<file path="src/rtl/dc_ipu_filter_pkg.sv">
// Shared types and helpers for the IPU scaler filter weight stage.
// Contents:
//   filt_mode_e  - kernel select carried with every beat
//   filt_one()   - weight value of 1.0 for a given number of fraction bits
package dc_ipu_filter_pkg;

  typedef enum logic [1:0] {
    FILT_NEAREST  = 2'd0,
    FILT_BILINEAR = 2'd1,
    FILT_CUBIC    = 2'd2,
    FILT_RSVD     = 2'd3   // decoded as bilinear
  } filt_mode_e;

  localparam int FILT_DEF_FRACT = 8;
  localparam int FILT_DEF_ONE   = 1 << FILT_DEF_FRACT;

  function automatic int filt_one(input int fract);
    return 1 << fract;
  endfunction

endpackage

</file>
<file path="src/rtl/dc_ipu_filter_kernel_weights.sv">
// One-axis filter weight generator: phase t in, TAPS signed weights out.
// Two registered stages, each advanced by an enable from the parent:
//   S1 : t, t^2, t^3 (unsigned, WEIGHT_FRACT_WIDTH fraction bits, floored)
//   S2 : kernel weights, saturated to WEIGHT_WIDTH
// Ports:
//   clk, nreset (async low), clr (sync flush)
//   en1_i, en2_i : stage load enables
//   t_i          : aligned phase, mode_i : kernel select (same beat as t_i)
//   weights_o    : packed weights, index 0 at LSBs
module dc_ipu_filter_kernel_weights
  import dc_ipu_filter_pkg::*;
#(
  parameter int TAPS               = 4,
  parameter int WEIGHT_WIDTH       = 12,
  parameter int WEIGHT_FRACT_WIDTH = 8
) (
  input  logic                                   clk,
  input  logic                                   nreset,
  input  logic                                   clr,
  input  logic                                   en1_i,
  input  logic                                   en2_i,
  input  logic [WEIGHT_FRACT_WIDTH-1:0]          t_i,
  input  logic [1:0]                             mode_i,
  output logic [TAPS-1:0][WEIGHT_WIDTH-1:0]      weights_o
);

  localparam int F  = WEIGHT_FRACT_WIDTH;
  // Internal signed width: wide enough for the cubic numerators and for
  // every value that could need clamping into WEIGHT_WIDTH.
  localparam int IW = (F + 5 > WEIGHT_WIDTH + 1) ? F + 5 : WEIGHT_WIDTH + 1;
  localparam logic signed [IW-1:0] ONE  = IW'(filt_one(F));
  localparam logic signed [IW-1:0] WMAX = IW'((1 << (WEIGHT_WIDTH - 1)) - 1);
  localparam logic signed [IW-1:0] WMIN = IW'(-(1 << (WEIGHT_WIDTH - 1)));

  // S1: powers from full-precision products, floored back to F fraction bits
  logic [2*F-1:0] sq;
  logic [3*F-1:0] cu;
  logic [F-1:0]   t1_q, t2_q, t3_q;
  logic [1:0]     mode1_q;

  assign sq = {{F{1'b0}}, t_i} * {{F{1'b0}}, t_i};
  assign cu = {{F{1'b0}}, sq} * {{2*F{1'b0}}, t_i};

  // S2: weights
  logic signed [IW-1:0] ts, t2s, t3s;
  logic signed [IW-1:0] raw [TAPS];
  logic [TAPS-1:0][WEIGHT_WIDTH-1:0] w_d, w_q;
  filt_mode_e md;
  logic       hi;

  assign ts  = $signed({{(IW-F){1'b0}}, t1_q});
  assign t2s = $signed({{(IW-F){1'b0}}, t2_q});
  assign t3s = $signed({{(IW-F){1'b0}}, t3_q});
  assign md  = filt_mode_e'(mode1_q);
  assign hi  = t1_q[F-1];   // t >= 0.5

  function automatic logic [WEIGHT_WIDTH-1:0] sat(input logic signed [IW-1:0] v);
    if (v > WMAX)      return WMAX[WEIGHT_WIDTH-1:0];
    else if (v < WMIN) return WMIN[WEIGHT_WIDTH-1:0];
    else               return v[WEIGHT_WIDTH-1:0];
  endfunction

  generate
    if (TAPS == 4) begin : g_t4
      logic signed [IW-1:0] c0, c1, c2, c3;
      // Catmull-Rom (a = -0.5); w1 absorbs the rounding so the sum is exactly 1.0
      assign c0 = ((t2s <<< 1) - t3s - ts) >>> 1;
      assign c2 = ((t2s <<< 2) - t3s - (t3s <<< 1) + ts) >>> 1;
      assign c3 = (t3s - t2s) >>> 1;
      assign c1 = ONE - c0 - c2 - c3;

      always_comb begin
        for (int i = 0; i < TAPS; i++) raw[i] = '0;
        case (md)
          FILT_NEAREST: raw[hi ? 2 : 1] = ONE;
          FILT_CUBIC: begin
            raw[0] = c0; raw[1] = c1; raw[2] = c2; raw[3] = c3;
          end
          default: begin
            raw[1] = ONE - ts; raw[2] = ts;
          end
        endcase
      end
    end else begin : g_t2
      // two taps: cubic falls back to bilinear
      always_comb begin
        for (int i = 0; i < TAPS; i++) raw[i] = '0;
        case (md)
          FILT_NEAREST: raw[hi ? 1 : 0] = ONE;
          default: begin
            raw[0] = ONE - ts; raw[1] = ts;
          end
        endcase
      end
    end
  endgenerate

  always_comb begin
    w_d = '0;
    for (int i = 0; i < TAPS; i++) w_d[i] = sat(raw[i]);
  end

  always_ff @(posedge clk or negedge nreset) begin
    if (!nreset) begin
      t1_q <= '0; t2_q <= '0; t3_q <= '0; mode1_q <= '0; w_q <= '0;
    end else if (clr) begin
      t1_q <= '0; t2_q <= '0; t3_q <= '0; mode1_q <= '0; w_q <= '0;
    end else begin
      if (en1_i) begin
        t1_q    <= t_i;
        t2_q    <= F'(sq >> F);
        t3_q    <= F'(cu >> (2 * F));
        mode1_q <= mode_i;
      end
      if (en2_i) w_q <= w_d;
    end
  end

  assign weights_o = w_q;

endmodule

</file>
<file path="src/rtl/dc_ipu_filter_weight_stage.sv">
// IPU scaler filter: weight generation and texel alignment stage.
// Accepts a TAPS x TAPS x CHANNELS texel window ([y][x][ch], row-major) with
// x/y phases and a kernel mode; emits the same window 3 cycles later together
// with per-axis signed weights.
// Pipeline: S0 (skid + phase align) -> S1 (powers) -> S2 (weights / output).
// Ports:
//   clk, nreset (async low), clr (sync flush, wins over a handshake)
//   in_valid/in_ready/in_texels/coeff_x/coeff_y/mode : input beat
//   out_valid/out_ready/out_texels/out_weights_x/out_weights_y : output beat
module dc_ipu_filter_weight_stage
  import dc_ipu_filter_pkg::*;
#(
  parameter int TAPS               = 4,
  parameter int CHANNELS           = 3,
  parameter int RGB_WIDTH          = 8,
  parameter int COEFF_WIDTH        = 6,
  parameter int WEIGHT_WIDTH       = 12,
  parameter int WEIGHT_FRACT_WIDTH = 8
) (
  input  logic                                      clk,
  input  logic                                      nreset,
  input  logic                                      clr,
  input  logic [1:0]                                mode,
  input  logic                                      in_valid,
  output logic                                      in_ready,
  input  logic [TAPS*TAPS*CHANNELS*RGB_WIDTH-1:0]   in_texels,
  input  logic [COEFF_WIDTH-1:0]                    coeff_x,
  input  logic [COEFF_WIDTH-1:0]                    coeff_y,
  output logic                                      out_valid,
  input  logic                                      out_ready,
  output logic [TAPS*TAPS*CHANNELS*RGB_WIDTH-1:0]   out_texels,
  output logic [TAPS*WEIGHT_WIDTH-1:0]              out_weights_x,
  output logic [TAPS*WEIGHT_WIDTH-1:0]              out_weights_y
);

  localparam int TEX_W = TAPS * TAPS * CHANNELS * RGB_WIDTH;
  localparam int F     = WEIGHT_FRACT_WIDTH;

  // Phase alignment: left-justify coeff into F fraction bits
  logic [F-1:0] tx_al, ty_al;
  generate
    if (COEFF_WIDTH >= F) begin : g_drop
      assign tx_al = coeff_x[COEFF_WIDTH-1 -: F];
      assign ty_al = coeff_y[COEFF_WIDTH-1 -: F];
    end else begin : g_pad
      assign tx_al = {coeff_x, {(F-COEFF_WIDTH){1'b0}}};
      assign ty_al = {coeff_y, {(F-COEFF_WIDTH){1'b0}}};
    end
  endgenerate

  logic             in_rdy_q, in_rdy_d;
  logic             s0_vld_q, s0_vld_d, sk_vld_q, sk_vld_d;
  logic             s1_vld_q, s1_vld_d, out_vld_q, out_vld_d;
  logic [TEX_W-1:0] s0_tex_q, s0_tex_d, sk_tex_q, sk_tex_d;
  logic [TEX_W-1:0] s1_tex_q, s1_tex_d, out_tex_q, out_tex_d;
  logic [F-1:0]     s0_tx_q, s0_tx_d, s0_ty_q, s0_ty_d;
  logic [F-1:0]     sk_tx_q, sk_tx_d, sk_ty_q, sk_ty_d;
  logic [1:0]       s0_mode_q, s0_mode_d, sk_mode_q, sk_mode_d;

  logic s2_en, s1_en, s0_free, accept;

  // A stage loads when its slot is empty or its occupant is leaving
  assign s2_en   = !out_vld_q || out_ready;
  assign s1_en   = !s1_vld_q || s2_en;
  assign s0_free = !s0_vld_q || s1_en;
  assign accept  = in_valid && in_rdy_q;

  always_comb begin
    s0_vld_d  = s0_vld_q;  sk_vld_d  = sk_vld_q;
    s0_tex_d  = s0_tex_q;  sk_tex_d  = sk_tex_q;
    s0_tx_d   = s0_tx_q;   sk_tx_d   = sk_tx_q;
    s0_ty_d   = s0_ty_q;   sk_ty_d   = sk_ty_q;
    s0_mode_d = s0_mode_q; sk_mode_d = sk_mode_q;
    s1_vld_d  = s1_vld_q;  s1_tex_d  = s1_tex_q;
    out_vld_d = out_vld_q; out_tex_d = out_tex_q;

    // in_ready is low whenever the skid is full, so accept and a skid
    // occupant are mutually exclusive.
    if (sk_vld_q) begin
      if (s0_free) begin
        s0_vld_d = 1'b1; sk_vld_d = 1'b0;
        s0_tex_d = sk_tex_q; s0_tx_d = sk_tx_q; s0_ty_d = sk_ty_q; s0_mode_d = sk_mode_q;
      end
    end else if (accept) begin
      if (s0_free) begin
        s0_vld_d = 1'b1;
        s0_tex_d = in_texels; s0_tx_d = tx_al; s0_ty_d = ty_al; s0_mode_d = mode;
      end else begin
        sk_vld_d = 1'b1;
        sk_tex_d = in_texels; sk_tx_d = tx_al; sk_ty_d = ty_al; sk_mode_d = mode;
      end
    end else if (s1_en) begin
      s0_vld_d = 1'b0;
    end

    if (s1_en) begin s1_vld_d = s0_vld_q; s1_tex_d = s0_tex_q; end
    if (s2_en) begin out_vld_d = s1_vld_q; out_tex_d = s1_tex_q; end

    in_rdy_d = !sk_vld_d;

    if (clr) begin
      s0_vld_d = 1'b0; sk_vld_d = 1'b0; s1_vld_d = 1'b0; out_vld_d = 1'b0;
      s0_tex_d = '0; sk_tex_d = '0; s1_tex_d = '0; out_tex_d = '0;
      s0_tx_d = '0; s0_ty_d = '0; sk_tx_d = '0; sk_ty_d = '0;
      s0_mode_d = '0; sk_mode_d = '0;
      in_rdy_d = 1'b1;
    end
  end

  always_ff @(posedge clk or negedge nreset) begin
    if (!nreset) begin
      in_rdy_q <= 1'b1;
      s0_vld_q <= 1'b0; sk_vld_q <= 1'b0; s1_vld_q <= 1'b0; out_vld_q <= 1'b0;
      s0_tex_q <= '0; sk_tex_q <= '0; s1_tex_q <= '0; out_tex_q <= '0;
      s0_tx_q <= '0; s0_ty_q <= '0; sk_tx_q <= '0; sk_ty_q <= '0;
      s0_mode_q <= '0; sk_mode_q <= '0;
    end else begin
      in_rdy_q <= in_rdy_d;
      s0_vld_q <= s0_vld_d; sk_vld_q <= sk_vld_d; s1_vld_q <= s1_vld_d; out_vld_q <= out_vld_d;
      s0_tex_q <= s0_tex_d; sk_tex_q <= sk_tex_d; s1_tex_q <= s1_tex_d; out_tex_q <= out_tex_d;
      s0_tx_q <= s0_tx_d; s0_ty_q <= s0_ty_d; sk_tx_q <= sk_tx_d; sk_ty_q <= sk_ty_d;
      s0_mode_q <= s0_mode_d; sk_mode_q <= sk_mode_d;
    end
  end

  logic [TAPS-1:0][WEIGHT_WIDTH-1:0] wx, wy;

  dc_ipu_filter_kernel_weights #(
    .TAPS(TAPS), .WEIGHT_WIDTH(WEIGHT_WIDTH), .WEIGHT_FRACT_WIDTH(F)
  ) u_wx (
    .clk(clk), .nreset(nreset), .clr(clr), .en1_i(s1_en), .en2_i(s2_en),
    .t_i(s0_tx_q), .mode_i(s0_mode_q), .weights_o(wx)
  );

  dc_ipu_filter_kernel_weights #(
    .TAPS(TAPS), .WEIGHT_WIDTH(WEIGHT_WIDTH), .WEIGHT_FRACT_WIDTH(F)
  ) u_wy (
    .clk(clk), .nreset(nreset), .clr(clr), .en1_i(s1_en), .en2_i(s2_en),
    .t_i(s0_ty_q), .mode_i(s0_mode_q), .weights_o(wy)
  );

  assign in_ready      = in_rdy_q;
  assign out_valid     = out_vld_q;
  assign out_texels    = out_tex_q;
  assign out_weights_x = wx;
  assign out_weights_y = wy;

endmodule

</file>
<file path="config.mk">
export PLATFORM = sky130hd
export DESIGN_NAME = dc_ipu_filter_weight_stage
export DESIGN_NICKNAME = d
export VERILOG_FILES = /design/src/rtl/dc_ipu_filter_pkg.sv /design/src/rtl/dc_ipu_filter_kernel_weights.sv /design/src/rtl/dc_ipu_filter_weight_stage.sv
export SDC_FILE = /design/constraint.sdc
export NUM_CORES = 2
export LEC_CHECK = 0
export CAP_MARGIN = 20
export CORE_MARGIN = 3
export CORE_UTILIZATION = 40
export CTS_BUF_LIST = sky130_fd_sc_hd__clkbuf_8
export DETAILED_ROUTE_END_ITERATION = 10
export HOLD_SLACK_MARGIN = 0.03
export PLACE_DENSITY = 0.57
export RECOVER_POWER = 100
export SYNTH_ARGS = -nofsm -noshare
export SYNTH_HDL_FRONTEND = slang
export SYNTH_SLANG_ARGS = --single-unit
</file>
<file path="constraint.sdc">
create_clock -name clk -period 9.2 [get_ports clk]
set_clock_uncertainty 0.05 [all_clocks]
set_input_delay 2.3 -clock clk [delete_from_list [all_inputs] [get_ports clk]]
set_output_delay 2.3 -clock clk [all_outputs]
set_load 0.01 [all_outputs]
</file>
==> run summary <==
Worst setup path class - in -> reg
Netlist cell types - 62
Max FO, Critical Path - 163
Area of the multi-input gates - 33050 sq um
Initial Utilization - 0.4034
Initial antenna violation count - 62
Crit path time final - 8.497 ns
Nets - 9265
Register-to-Register Path Depth - 27
Status - finished with violations
Drt initial violations - 4326
Data arrival, critical path - 9.36 ns
Register area - 42520 sq um
Synth Area in XOR/XNOR - 0.01410
Die area - 202600 sq um
Gr ovfl total - 0
Hold crit path type - reg -> reg
# placed instances - 10800
VDD IR max - 0.6516 mV
Max-cap violations - 40
Finish-stage setup viols - 0
Slew @ Worst Pin - 6.055 ns
Post-DP HPWL - 158200 microns
CTS Root Cell - clkbuf_8
# H-tree levels - 5
First-pass GRT wire length - 385600 microns
Via count - 60540
Largest family of logic cells by synthesized area - compound AO/OA/AOI/OAI gates
Rel. slew slack - -3.037
Worst setup SP type - input port
FMAX - 0.1177 GHz
DR WL/cell - 21.96 microns
Non-Filler Instances - 11350
Tot Pwr - 26.12 mW
Synthesized Nets - 8584
PortBufs - 884
Synth Area in Compound Gates - 0.1651
Final hold violations - 0
Reg clk slew, reported paths - 0.06 ns
# rows - 162
Seq/Total Area, Yosys - 0.5389
Area Overhead vs Synth - 20.70%
Layout cells sized above 1 - 0.05422
Via density per instance - 5.336
Ys async rst share - 1.000
Clock Path Buffers - 4
Synth Area in Simple Gates - 0.1187
Cts repair resizes - 0
Most used DFF post-synth - dfrtp_1
GRT Util Overall - 0.2426
Ys Warns - 0
Die Wd - 450.1 microns
Sum Neg Setup Slack - 0 ns
Syn_area_per_cell - 10.09 sq um
Number of setup buffers added after CTS - 0
Clk_lat worst skew - 1.05 ns
Adder-cell share of the synthesized area - 0.07003
Post-synth EDFFs - 0
Drt total wl - 249100 microns
CTS Hold Bufs - 0
Die Span Y - 450.1 microns
RSZ-0062 raised after global routing - false
Core area - 195600 sq um
Hold Path Stages - 2
Final period utilization - 0.9236
Number of global-route vias before repair - 61630
PwrDens - 274.3 nW/um^2
Register bit count reported by yosys - 1699
Fin util - 0.4869
Synth Instances - 7819
Drt pass-1 iters - 5
Post-DRT Antenna Nets - 0
DRC - 0
Largest net degree at the start of global routing - 205
Crit end category - flip-flop
Placer Congestion - 0.8468
Leakage Power - 43.50 nW
Fin. max-slew vios - 3454
Fillers - 18320
CTS tree - yes
CP required - 10.07 ns
Clk sink count - 1699
Failing checks - max-capacitance violations, max-slew violations
Total CTS buffers - 318
Boundary pin count - 885
Mux contribution to synthesized area - 0.05113
Post-synthesis instance area - 78900 sq um
==> kinds of logic after synthesis <==
kind of cell | after synthesis
buffers and inverters | 840
DFF | 1699
and+or+nand+nor | 2410
adders and majority gates | 364
muxes | 403
xor gates and xnor gates | 127
AOI/OAI and AO/OA | 1976
==> sequential cells by signal, indices dropped and copies added (netlist names), 2 cells and up <==
register and count:
s0_ty_q 6, sk_tex_q 384, u_wx.t2_q 8, u_wy.t2_q 8, sk_ty_q 6, u_wy.weights_o 42
u_wy.t1_q 6, out_texels 384, u_wx.weights_o 42, u_wx.t3_q 8, sk_mode_q 2, s0_tex_q 384
s1_tex_q 384, u_wx.t1_q 6, u_wx.md 2, sk_tx_q 6, s0_tx_q 6, u_wy.t3_q 8
s0_mode_q 2
==> worst max-delay path, cell delays in order <==
cell	delay (ns)
dlygate4sd3_1	0.62
nor2b_1	0.25
clkbuf_1	2.48
clkbuf_1	1.86
buf_6	1.11
nand2_1	0.15
a21oi_1	0.18
==> layout by cell type, fill, tap and decap left out, drive strengths merged, types with 232 or more instances in the layout <==
cell type,count
dfrtp,1698
nand2,1801
mux2i,403
nor2,471
clkdlybuf4s50,399
a211oi,423
clkbuf,413
dlygate4sd3,483
a22o,417
inv,345
ha,232
a21oi,883
==> metal layers <==
layer | vias up | track usage | share of wire | wire length (microns)
li1 | 28150 | - | - | -
met1 | 30390 | 0.3165 | 0.43 | 106000
met2 | 1507 | 0.3851 | 0.47 | 118100
met3 | 453 | 0.05365 | 0.055 | 13600
met4 | 36 | 0.1137 | 0.045 | 11210
met5 | - | 0 | 0.00096 | 239
==> through the flow <==
step	cell area, sq um	hold WS, ns	worst slack (ns)
after floorplan	78900	0.4229	1.807
after global placement	89640	0.4138	1.158
after detailed placement	89640	0.4213	1.095
after CTS	95520	0.4111	1.049
after global routing	95210	0.4383	0.2930
final	95230	0.4028	0.7033
==> cell usage after synthesis, types with 15 or more instances <==
library cell | n | share of area
nor3_1 | 30 | 0.0019
buf_2 | 91 | 0.0058
o21ai_0 | 78 | 0.0049
o21bai_1 | 26 | 0.0025
xnor2_1 | 85 | 0.0094
a21oi_1 | 883 | 0.056
a211oi_1 | 423 | 0.040
clkbuf_1 | 461 | 0.022
fa_1 | 130 | 0.033
dfrtp_1 | 1698 | 0.54
a21o_1 | 32 | 0.0030
nor2_1 | 471 | 0.022
nand2b_1 | 15 | 0.0012
nor2b_1 | 21 | 0.0017
ha_1 | 232 | 0.037
inv_1 | 242 | 0.012
mux2i_1 | 403 | 0.051
o21a_1 | 22 | 0.0021
and2_1 | 39 | 0.0031
a22o_1 | 417 | 0.046
nand2_1 | 1801 | 0.086
xor2_1 | 42 | 0.0047
buf_1 | 33 | 0.0016
==> worst paths after layout <==
| path | slack (ns) | endpoint | from |
|---|---|---|---|
| min in group asynchronous | 1.10 | s0_tex_q[153] | nreset |
| max in group asynchronous | 1.55 | sk_tex_q[373] | nreset |
| max | 0.70 | out_texels[319] | out_ready |
| min reg2reg | 0.40 | s1_tex_q[243] | s0_tex_q[243] |
| max reg2reg | 1.04 | u_wx.t3_q[7] | s0_tx_q[7] |
| min | 0.40 | s1_tex_q[243] | s0_tex_q[243] |
==> power by group <==
part / internal [mW] / total, mW / switching (mW) / leakage, nW
logic: 4.55 / 11.1 / 6.58 / 17.1
registers: 7.79 / 8.00 / 0.208 / 23.0
clock network: 3.81 / 6.99 / 3.19 / 3.39
==> layout make-up <==
class / count / share of cell area
Timing Repair Buffer: 959 / 0.09987
Clock inverter: 127 / 0.006740
Antenna cell: 34 / 0.0008934
Clock buffer: 380 / 0.05492
Inverter: 242 / 0.009539
Sequential cell: 1699 / 0.4465
Tap cell: 2624 / 0.03448
Multi-Input combinational cell: 5280 / 0.3471
Note: power is estimated with default switching activity, not from simulation.
